File: config.mk
export PLATFORM = sky130hd
export DESIGN_NAME = alu_sequencer_flat
export DESIGN_NICKNAME = d
export VERILOG_FILES = /design/src/rtl/alu_sequencer_if.sv /design/src/rtl/alu_sequencer.sv /design/src/flat_wrapper.sv
export SDC_FILE = /design/constraint.sdc
export NUM_CORES = 1
export LEC_CHECK = 0
export BUFFER_PORTS_ARGS = -buffer_cell sky130_fd_sc_hd__buf_2
export CAP_MARGIN = 15
export CELL_PAD_IN_SITES_DETAIL_PLACEMENT = 0
export CELL_PAD_IN_SITES_GLOBAL_PLACEMENT = 2
export CORE_MARGIN = 4
export CORE_UTILIZATION = 30
export DETAILED_ROUTE_END_ITERATION = 10
export GPL_TIMING_DRIVEN = 0
export PLACE_DENSITY = 0.7
export REMOVE_ABC_BUFFERS = 1
export SYNTH_ARGS = -nofsm -noshare
export SYNTH_HDL_FRONTEND = slang
export SYNTH_SLANG_ARGS = --single-unit
File: constraint.sdc
create_clock -name clk -period 3.6 [get_ports clk]
set_clock_uncertainty 0.1 [all_clocks]
set_input_delay 0.54 -clock clk [delete_from_list [all_inputs] [get_ports clk]]
set_output_delay 0.54 -clock clk [all_outputs]
set_load 0.02 [all_outputs]
File: src/rtl/alu_sequencer_if.sv
// rtl/alu_sequencer_if.sv - instruction handshake and ALU control/result bundle for alu_sequencer
interface alu_sequencer_if;
   logic       instr_valid;
   logic       instr_ready;
   logic [2:0] instr_op;
   logic [7:0] instr_data;
   logic [7:0] alu_a;
   logic [7:0] alu_b;
   logic [1:0] alu_sel;
   logic [1:0] alu_load_shift;
   logic [7:0] alu_result;
   logic       alu_cout;
   logic       alu_zout;

   modport master (
      output instr_valid, instr_op, instr_data, alu_result, alu_cout, alu_zout,
      input  instr_ready, alu_a, alu_b, alu_sel, alu_load_shift
   );

   modport slave (
      input  instr_valid, instr_op, instr_data, alu_result, alu_cout, alu_zout,
      output instr_ready, alu_a, alu_b, alu_sel, alu_load_shift
   );
endinterface

File: src/rtl/alu_sequencer.sv
// rtl/alu_sequencer.sv - accumulator/flag controller driving an external 8-bit ALU, with shift-add MUL
// Optional saturating commits when ALU_SEQ_SAT_EN is defined.
module alu_sequencer #(
   parameter int MUL_BITS = 8
) (
   input  logic             clk,
   input  logic             reset_n,
   alu_sequencer_if.slave   bus,
   output logic [7:0]       acc_out,
   output logic             flag_c,
   output logic             flag_z,
   output logic             done
);
   localparam logic [2:0] ST_IDLE    = 3'd0;
   localparam logic [2:0] ST_EXEC    = 3'd1;
   localparam logic [2:0] ST_MUL_ADD = 3'd2;
   localparam logic [2:0] ST_MUL_SHL = 3'd3;
   localparam logic [2:0] ST_DONE    = 3'd4;

   localparam logic [2:0] OP_RST = 3'b000;
   localparam logic [2:0] OP_LD  = 3'b001;
   localparam logic [2:0] OP_ADD = 3'b010;
   localparam logic [2:0] OP_SUB = 3'b011;
   localparam logic [2:0] OP_NOR = 3'b100;
   localparam logic [2:0] OP_SHL = 3'b101;
   localparam logic [2:0] OP_SHR = 3'b110;
   localparam logic [2:0] OP_MUL = 3'b111;

   localparam logic [3:0] LAST_ITER = 4'(MUL_BITS - 1);

   logic [2:0] state_q, state_d;
   logic [2:0] op_q, op_d;
   logic [7:0] operand_q, operand_d;
   logic [7:0] acc_q, acc_d;
   logic       fc_q, fc_d;
   logic       fz_q, fz_d;
   logic [7:0] mcand_q, mcand_d;
   logic [7:0] mplier_q, mplier_d;
   logic [7:0] prod_q, prod_d;
   logic [3:0] iter_q, iter_d;
   logic       sticky_q, sticky_d;
   logic       lost_q, lost_d;

   assign bus.instr_ready = (state_q == ST_IDLE);
   assign acc_out         = acc_q;
   assign flag_c          = fc_q;
   assign flag_z          = fz_q;
   assign done            = (state_q == ST_DONE);

   always_comb begin
      bus.alu_a          = 8'h00;
      bus.alu_b          = 8'h00;
      bus.alu_sel        = 2'b00;
      bus.alu_load_shift = 2'b00;
      case (state_q)
         ST_EXEC: begin
            case (op_q)
               OP_ADD: begin bus.alu_a = acc_q; bus.alu_b = operand_q; bus.alu_sel = 2'b10; end
               OP_SUB: begin bus.alu_a = acc_q; bus.alu_b = operand_q; bus.alu_sel = 2'b11; end
               OP_NOR: begin bus.alu_a = acc_q; bus.alu_b = operand_q; bus.alu_sel = 2'b01; end
               OP_SHL: begin bus.alu_a = acc_q; bus.alu_load_shift = 2'b01; end
               OP_SHR: begin bus.alu_a = acc_q; bus.alu_load_shift = 2'b11; end
               OP_LD:  begin bus.alu_a = operand_q; bus.alu_load_shift = 2'b10; end
               default: ;
            endcase
         end
         ST_MUL_ADD: begin
            bus.alu_a = prod_q;
            // A zero multiplier bit still spends the cycle as a pass-through so latency is data-independent.
            if (mplier_q[0]) begin
               bus.alu_b   = mcand_q;
               bus.alu_sel = 2'b10;
            end else begin
               bus.alu_load_shift = 2'b10;
            end
         end
         ST_MUL_SHL: begin
            bus.alu_a          = mcand_q;
            bus.alu_load_shift = 2'b01;
         end
         default: ;
      endcase
   end

   always_comb begin
      state_d   = state_q;
      op_d      = op_q;
      operand_d = operand_q;
      acc_d     = acc_q;
      fc_d      = fc_q;
      fz_d      = fz_q;
      mcand_d   = mcand_q;
      mplier_d  = mplier_q;
      prod_d    = prod_q;
      iter_d    = iter_q;
      sticky_d  = sticky_q;
      lost_d    = lost_q;
      case (state_q)
         ST_IDLE: begin
            if (bus.instr_valid) begin
               op_d      = bus.instr_op;
               operand_d = bus.instr_data;
               if (bus.instr_op == OP_MUL) begin
                  mcand_d  = acc_q;
                  mplier_d = bus.instr_data;
                  prod_d   = 8'h00;
                  iter_d   = 4'd0;
                  sticky_d = 1'b0;
                  lost_d   = 1'b0;
                  state_d  = ST_MUL_ADD;
               end else begin
                  state_d = ST_EXEC;
               end
            end
         end
         ST_EXEC: begin
            acc_d = bus.alu_result;
            fz_d  = bus.alu_zout;
            fc_d  = ((op_q == OP_ADD) || (op_q == OP_SUB)) ? bus.alu_cout : 1'b0;
`ifdef ALU_SEQ_SAT_EN
            if (bus.alu_cout && (op_q == OP_ADD)) begin
               acc_d = 8'hFF;
               fz_d  = 1'b0;
            end else if (bus.alu_cout && (op_q == OP_SUB)) begin
               acc_d = 8'h00;
               fz_d  = 1'b1;
            end
`endif
            state_d = ST_DONE;
         end
         ST_MUL_ADD: begin
            prod_d = bus.alu_result;
            // Overflow if this add carries, or if it adds a multiplicand that already lost high bits.
            sticky_d = sticky_q | (mplier_q[0] & (bus.alu_cout | lost_q));
            state_d  = ST_MUL_SHL;
         end
         ST_MUL_SHL: begin
            mcand_d  = bus.alu_result;
            mplier_d = {1'b0, mplier_q[7:1]};
            lost_d   = lost_q | mcand_q[7];
            iter_d   = iter_q + 4'd1;
            if (iter_q == LAST_ITER) begin
               acc_d = prod_q;
               fz_d  = (prod_q == 8'h00);
               fc_d  = sticky_q;
`ifdef ALU_SEQ_SAT_EN
               if (sticky_q) begin
                  acc_d = 8'hFF;
                  fz_d  = 1'b0;
               end
`endif
               state_d = ST_DONE;
            end else begin
               state_d = ST_MUL_ADD;
            end
         end
         ST_DONE: state_d = ST_IDLE;
         default: state_d = ST_IDLE;
      endcase
   end

   always_ff @(posedge clk or negedge reset_n) begin
      if (!reset_n) begin
         state_q   <= ST_IDLE;
         op_q      <= OP_RST;
         operand_q <= 8'h00;
         acc_q     <= 8'h00;
         fc_q      <= 1'b0;
         fz_q      <= 1'b0;
         mcand_q   <= 8'h00;
         mplier_q  <= 8'h00;
         prod_q    <= 8'h00;
         iter_q    <= 4'd0;
         sticky_q  <= 1'b0;
         lost_q    <= 1'b0;
      end else begin
         state_q   <= state_d;
         op_q      <= op_d;
         operand_q <= operand_d;
         acc_q     <= acc_d;
         fc_q      <= fc_d;
         fz_q      <= fz_d;
         mcand_q   <= mcand_d;
         mplier_q  <= mplier_d;
         prod_q    <= prod_d;
         iter_q    <= iter_d;
         sticky_q  <= sticky_d;
         lost_q    <= lost_d;
      end
   end
endmodule
File: src/flat_wrapper.sv
// flat-port wrapper written by rule: the top's interface ports become plain ports
module alu_sequencer_flat 
#(
   parameter int MUL_BITS = 8
)
  (clk, reset_n, acc_out, flag_c, flag_z, done, bus_instr_valid, bus_instr_op, bus_instr_data, bus_alu_result, bus_alu_cout, bus_alu_zout, bus_instr_ready, bus_alu_a, bus_alu_b, bus_alu_sel, bus_alu_load_shift);
  alu_sequencer_if bus_i ();
  input  logic clk;
  input  logic reset_n;
  output logic [7:0] acc_out;
  output logic flag_c;
  output logic flag_z;
  output logic done;
  input wire logic [$bits(bus_i.instr_valid)-1:0] bus_instr_valid;
  input wire logic [$bits(bus_i.instr_op)-1:0] bus_instr_op;
  input wire logic [$bits(bus_i.instr_data)-1:0] bus_instr_data;
  input wire logic [$bits(bus_i.alu_result)-1:0] bus_alu_result;
  input wire logic [$bits(bus_i.alu_cout)-1:0] bus_alu_cout;
  input wire logic [$bits(bus_i.alu_zout)-1:0] bus_alu_zout;
  output wire logic [$bits(bus_i.instr_ready)-1:0] bus_instr_ready;
  output wire logic [$bits(bus_i.alu_a)-1:0] bus_alu_a;
  output wire logic [$bits(bus_i.alu_b)-1:0] bus_alu_b;
  output wire logic [$bits(bus_i.alu_sel)-1:0] bus_alu_sel;
  output wire logic [$bits(bus_i.alu_load_shift)-1:0] bus_alu_load_shift;
  assign bus_i.instr_valid = bus_instr_valid;
  assign bus_i.instr_op = bus_instr_op;
  assign bus_i.instr_data = bus_instr_data;
  assign bus_i.alu_result = bus_alu_result;
  assign bus_i.alu_cout = bus_alu_cout;
  assign bus_i.alu_zout = bus_alu_zout;
  assign bus_instr_ready = bus_i.instr_ready;
  assign bus_alu_a = bus_i.alu_a;
  assign bus_alu_b = bus_i.alu_b;
  assign bus_alu_sel = bus_i.alu_sel;
  assign bus_alu_load_shift = bus_i.alu_load_shift;
  alu_sequencer #(.MUL_BITS(MUL_BITS)) u_core (.clk(clk), .reset_n(reset_n), .bus(bus_i), .acc_out(acc_out), .flag_c(flag_c), .flag_z(flag_z), .done(done));
endmodule
* Word-level counts from Yosys, hierarchy flattened
Index checks and enable logic that the tools add are counted.
** Storage, ports and cells
- Memories kept :: 0
- Memory bits (writable) :: 0
- Bits in latches :: 0
- Output and inout bits :: 32
- ROM bits :: 0
- Word-level logic and storage cells :: 82
- Flip-flop bits (word level) :: 54
- Input bits :: 24
** Cells by class
- Equal/unequal tests :: 15
- Muxes and demuxes :: 38
- Bitwise logic cells :: 4
- $mul :: 0
- Reductions and logical operators :: 12
- Shifts and indexed selects :: 0
- $add $sub $neg :: 1
- Div/mod/pow operators :: 0
- Order comparisons :: 0
** Operators with widths (number)
- $pmux 8 s2 :: 6
- $mux 8 :: 9
- $pmux 8 s3 :: 1
- $pmux 2 s3 :: 3
- $eq 3x3->1 const B :: 5
- $eq 3x2->1 const B :: 4
- $pmux 3 s4 :: 1
- $logic_not 8->1 :: 1
- $mux 4 :: 2
- $pmux 1 s2 :: 4
- $pmux 4 s2 :: 1
- $eq 3x1->1 const B :: 2
- $mux 2 :: 3
- $mux 3 :: 2
- $reduce_and 3->1 :: 2
- $reduce_bool 2->1 :: 3
- $mux 1 :: 5
- $reduce_or 5->1 :: 1
- $add 4x1->4 const B :: 1
- $eq 4x3->1 const B :: 1
- $ne 2x1->1 const B :: 2
- $pmux 2 s2 :: 1
- $reduce_and 2->1 :: 2
- $logic_not 3->1 :: 1
- other kinds (5) :: 7

* Depth between registers and ports, before layout
- Depth after elaboration :: 4
- Mapped depth :: 6
- Gate-level depth less buffers :: 4

* Least setup slack after synthesis
OpenSTA, ideal clock, no wires.
- Path kind :: flip-flop to output port
- Start :: register u_core.op_q[1]
- End :: output bus_alu_load_shift[1]
- Arrival time :: 1.637 ns
- Cell stages (with the launch flop) :: 5
- Path slack :: 1.323 ns
- Data required time :: 2.960 ns
- Buffers on the path :: 1
- Path through :: dfrtp_1 clkbuf_1 or3b_2 a211o_1 a21oi_1
** Between the ends
- Longest elaborated chain between the ends :: 3
- Elaborated cells on any way between the ends :: 5
- Classes of those cells :: eq/ne (3); mux (2)
** RTL lines
- start: declaration :: RTL line alu_sequencer.sv:32 : logic [2:0] op_q, op_d;
- start signal: assignment :: RTL line alu_sequencer.sv:178 : op_q <= op_d;
- $eq 3x1->1 or $eq 3x3->1 (tied branches) :: RTL line alu_sequencer.sv:57 : case (op_q)
- $pmux 2 s3 * :: RTL line alu_sequencer.sv:57
- $pmux 2 s3 * :: RTL line alu_sequencer.sv:55 : case (state_q)
- end: declaration :: RTL line flat_wrapper.sv:24 : output wire logic [$bits(bus_i.alu_load_shift)-1:0] bus_alu_load_shift;
Mark *: on every way between the ends. The rest lies on a longest branch, timed or not.

* Worst setup path in the final report
- Start :: register u_core.state_q[1]
- End :: output bus_alu_b[6]
** Between the ends
- Longest elaborated chain between the ends :: 2
- Elaborated cells on any way between the ends :: 3
- Classes of those cells :: eq/ne (2); mux (1)
** RTL lines
- start: declaration :: RTL line alu_sequencer.sv:31 : logic [2:0] state_q, state_d;
- start signal: assignment :: RTL line alu_sequencer.sv:177 : state_q <= state_d;
- $eq 3x2->1 or $eq 3x1->1 (tied branches) :: RTL line alu_sequencer.sv:55
- $pmux 8 s2 * :: RTL line alu_sequencer.sv:55
- end: declaration :: RTL line flat_wrapper.sv:22 : output wire logic [$bits(bus_i.alu_b)-1:0] bus_alu_b;
Marked as above.

==> reports/qor.yml <==
power_and_ir_drop:
  internal_power_uw: 1710
  seqPwrFrac: 0.415
  switchingPower_uw: 1340
  power_density_nw_per_um2: 894
  pwr-share-comb: 0.446
  power.leakage_uw: 0.00154
  p_clk_frac: 0.139
  vdd_drop_max_mv: 0.265
  p_total_uw: 3040
  swShare: 0.439
finish:
  diodes: 0
  final_cell_count_no_fill: 467
  layout-drive-gt1-share: 0.281
  finalInstanceArea_um2: 3410
  nNetsFinal: 363
  fillCellCount: 1013
  area_growth_syn_to_layout_pct: 16.2
placement:
  pre_cts_ws_ps: 328
  dp.cells: 460
  dp_hpwl_um: 5940
  portBuffers: 55
  place_congestion: 0.747
  placed_area_um2: 3290
timing:
  fin_crit_sh: 0.941
  setup_tns_ps: 0
  slew_headroom: 0.306
  tightest_slew_ps: 1030
  fin_ws_ps: 212
  hold_viol: 0
  timing.final.crit_period_ps: 3390
  rsz0062_at_grt: "no"
  drv_slew: 0
  fmax_mhz: 295
  setup_viol: 0
synthesis:
  synth.ff_latch_count: 54
  ys_types: 46
  synth_edf_count: 0
  syn_area_per_cell_um2: 9.90
  syn_area_um2: 2930
  yosys_warnings: 0
  synth_seq_area_share: 0.461
  syn_inst: 296
  synthFlopType: "dfrtp_1"
  async_flop_share: 1.00
die:
  io_pins: 56
  core_um2: 9370
  start_util: 0.313
  fp.dieH_um: 107
  die-area_um2: 11400
  die_x_um: 107
  rows: 35
clock_network:
  htreeDepth: 2
  cts_tree: "built"
  insertion_delay_ps: 310
  cts_hold_buf: 0
  clkTransAtPathRegs_ps: 100
  cts_inserted_buffers: 5
  cts.path.max_buffers: 2
  cts_root_buf: "clkbuf_8"
  cts.sinks: 54
critical_path:
  arrival_ps: 2750
  start_kind: "flop"
  cp_data_required_time_ps: 2960
  critPathMaxStageDelay_ps: 780
  slowest_stage: "dfrtp_1"
  crit_type: "reg2out"
  reg2reg_slack_ps: 1170
  ff2ff_path_depth: 4
  end_kind: "output pin"
  cp_cell_sequence: "nor3b_2 > and2_1 > a22o_1 > buf_2"
  critPathBufInv: 1
  cp_max_fo: 18
  critical_path.top_delay_family: "simple AND/OR/NAND/NOR gates"
  cp.depth: 4
drt:
  drtPass1Iterations: 4
  dr.first_iter.drc_count: 139
  vias: 2489
  drc_errors: 0
  avgRoutedWirePerCell_um: 18.5
  via_per_inst: 5.33
  wirelength_um: 8660
  drtAntennaViolNets: 0
global_route:
  gr-usage-all-layers: 0.154
  globalRoute.totalOverflow: 0
  antenna_found_initial: 0
  grt_pass1_vias: 2438
  grt_pass1_wl_um: 13900
  grt_max_degree: 41
outcome:
  status: "finished clean"
hold_path:
  min_path_type: "in2async"
flow_run:
  drv_cap: 0
metal layers:
metal / part of all wire / vias to the layer above / GRT usage
met4: 0.0070 / 0 / 0.0329
li1: - / 1169 / -
met3: 0.055 / 7 / 0.0313
met1: 0.48 / 1243 / 0.229
met2: 0.46 / 70 / 0.231
met5: 0 / - / 0
state kept, by name (all words and copies together) (netlist names), 3 cells and up:
name,cells
u_core.mcand_q,8
u_core.operand_q,8
u_core.op_q,3
u_core.iter_q,4
u_core.acc_out,8
u_core.state_q,3
u_core.prod_q,8
u_core.mplier_q,8
cells in the mapped netlist, types with 3 or more instances:
cell	count	area [um2]
nor2_1	29	109
mux2i_1	9	90.1
a21oi_1	10	50.1
nand2b_1	4	25.0
a22o_1	16	140
o21a_1	3	22.5
nand3_1	16	80.1
o21ai_0	18	90.1
nand3b_1	3	22.5
mux2_2	19	214
buf_2	10	50.1
nand2_1	37	139
clkbuf_1	9	33.8
a31oi_1	14	87.6
a221o_1	8	80.1
dfrtp_1	54	1350
layout by cell type (no fill, tap or decap), drive strengths merged, types with 4 or more instances in the layout:
cell type  synthesis  routed
nand3b             4       4
a31oi             15      15
clkbuf             9       6
nand2b             4       4
buf               14      58
o21ai             19      19
mux2              19      19
dfrtp             54      54
nand2             37      37
mux2i              9       9
nand3             16      16
nor2              29      29
a22o              16      16
a21oi             10      10
a221o              8       8
power groups by stage:
stage               Sequential, uW  Clock, uW  Combinational (uW)
floorplan                     1230          0                 896
global placement              1270          0                1340
detailed placement            1270          0                1370
CTS                           1260        442                1380
global route                  1320        466                1500
finish                        1260        424                1360
worst paths after layout:
| check | from | to |
|---|---|---|
| min in group clk | bus_instr_data[7] | u_core.operand_q[7] |
| max in group asynchronous | reset_n | u_core.state_q[0] |
| setup reg to reg | u_core.state_q[0] | u_core.acc_out[2] |
| hold / removal | reset_n | u_core.mcand_q[0] |
| hold reg to reg | u_core.mplier_q[3] | u_core.mplier_q[3] |
| setup / recovery | u_core.state_q[1] | bus_alu_b[6] |
layout make-up:
| type | count | area (um2) | area share |
|---|---|---|---|
| clock buffers | 6 | 82.6 | 0.0242 |
| clock inverters | 1 | 30.0 | 0.00882 |
| inverters | 1 | 3.75 | 0.00110 |
| multi-input cells | 218 | 1460 | 0.428 |
| flip-flops and latches | 54 | 1350 | 0.397 |
| well taps | 129 | 161 | 0.0474 |
| repair buffers | 58 | 318 | 0.0933 |
cells by family after synthesis:
family | Yosys count | synth area share
compound gates | 77 | 0.187
xor+xnor | 1 | 0.00299
fa+ha+maj | 1 | 0.00427
buf+inv | 24 | 0.0414
flops | 54 | 0.461
mux | 28 | 0.104
simple gates | 111 | 0.200
what timing repair did:
item | CTS | global route
setup buffers | 0 | 0
endpoints found under the setup margin | 7 | 0
resized for setup | 1 | 0
endpoints found under the hold margin | 0 | 0
through the flow:
step / hold slack, ps / utilization
3_3_place_gp: 389 / 0.347
2_1_floorplan: 144 / -
5_1_grt: 143 / 0.363
6_report: 113 / 0.363
4_1_cts: 120 / 0.363
3_5_place_dp: 392 / 0.351
Power figures use the tool's default switching activity.
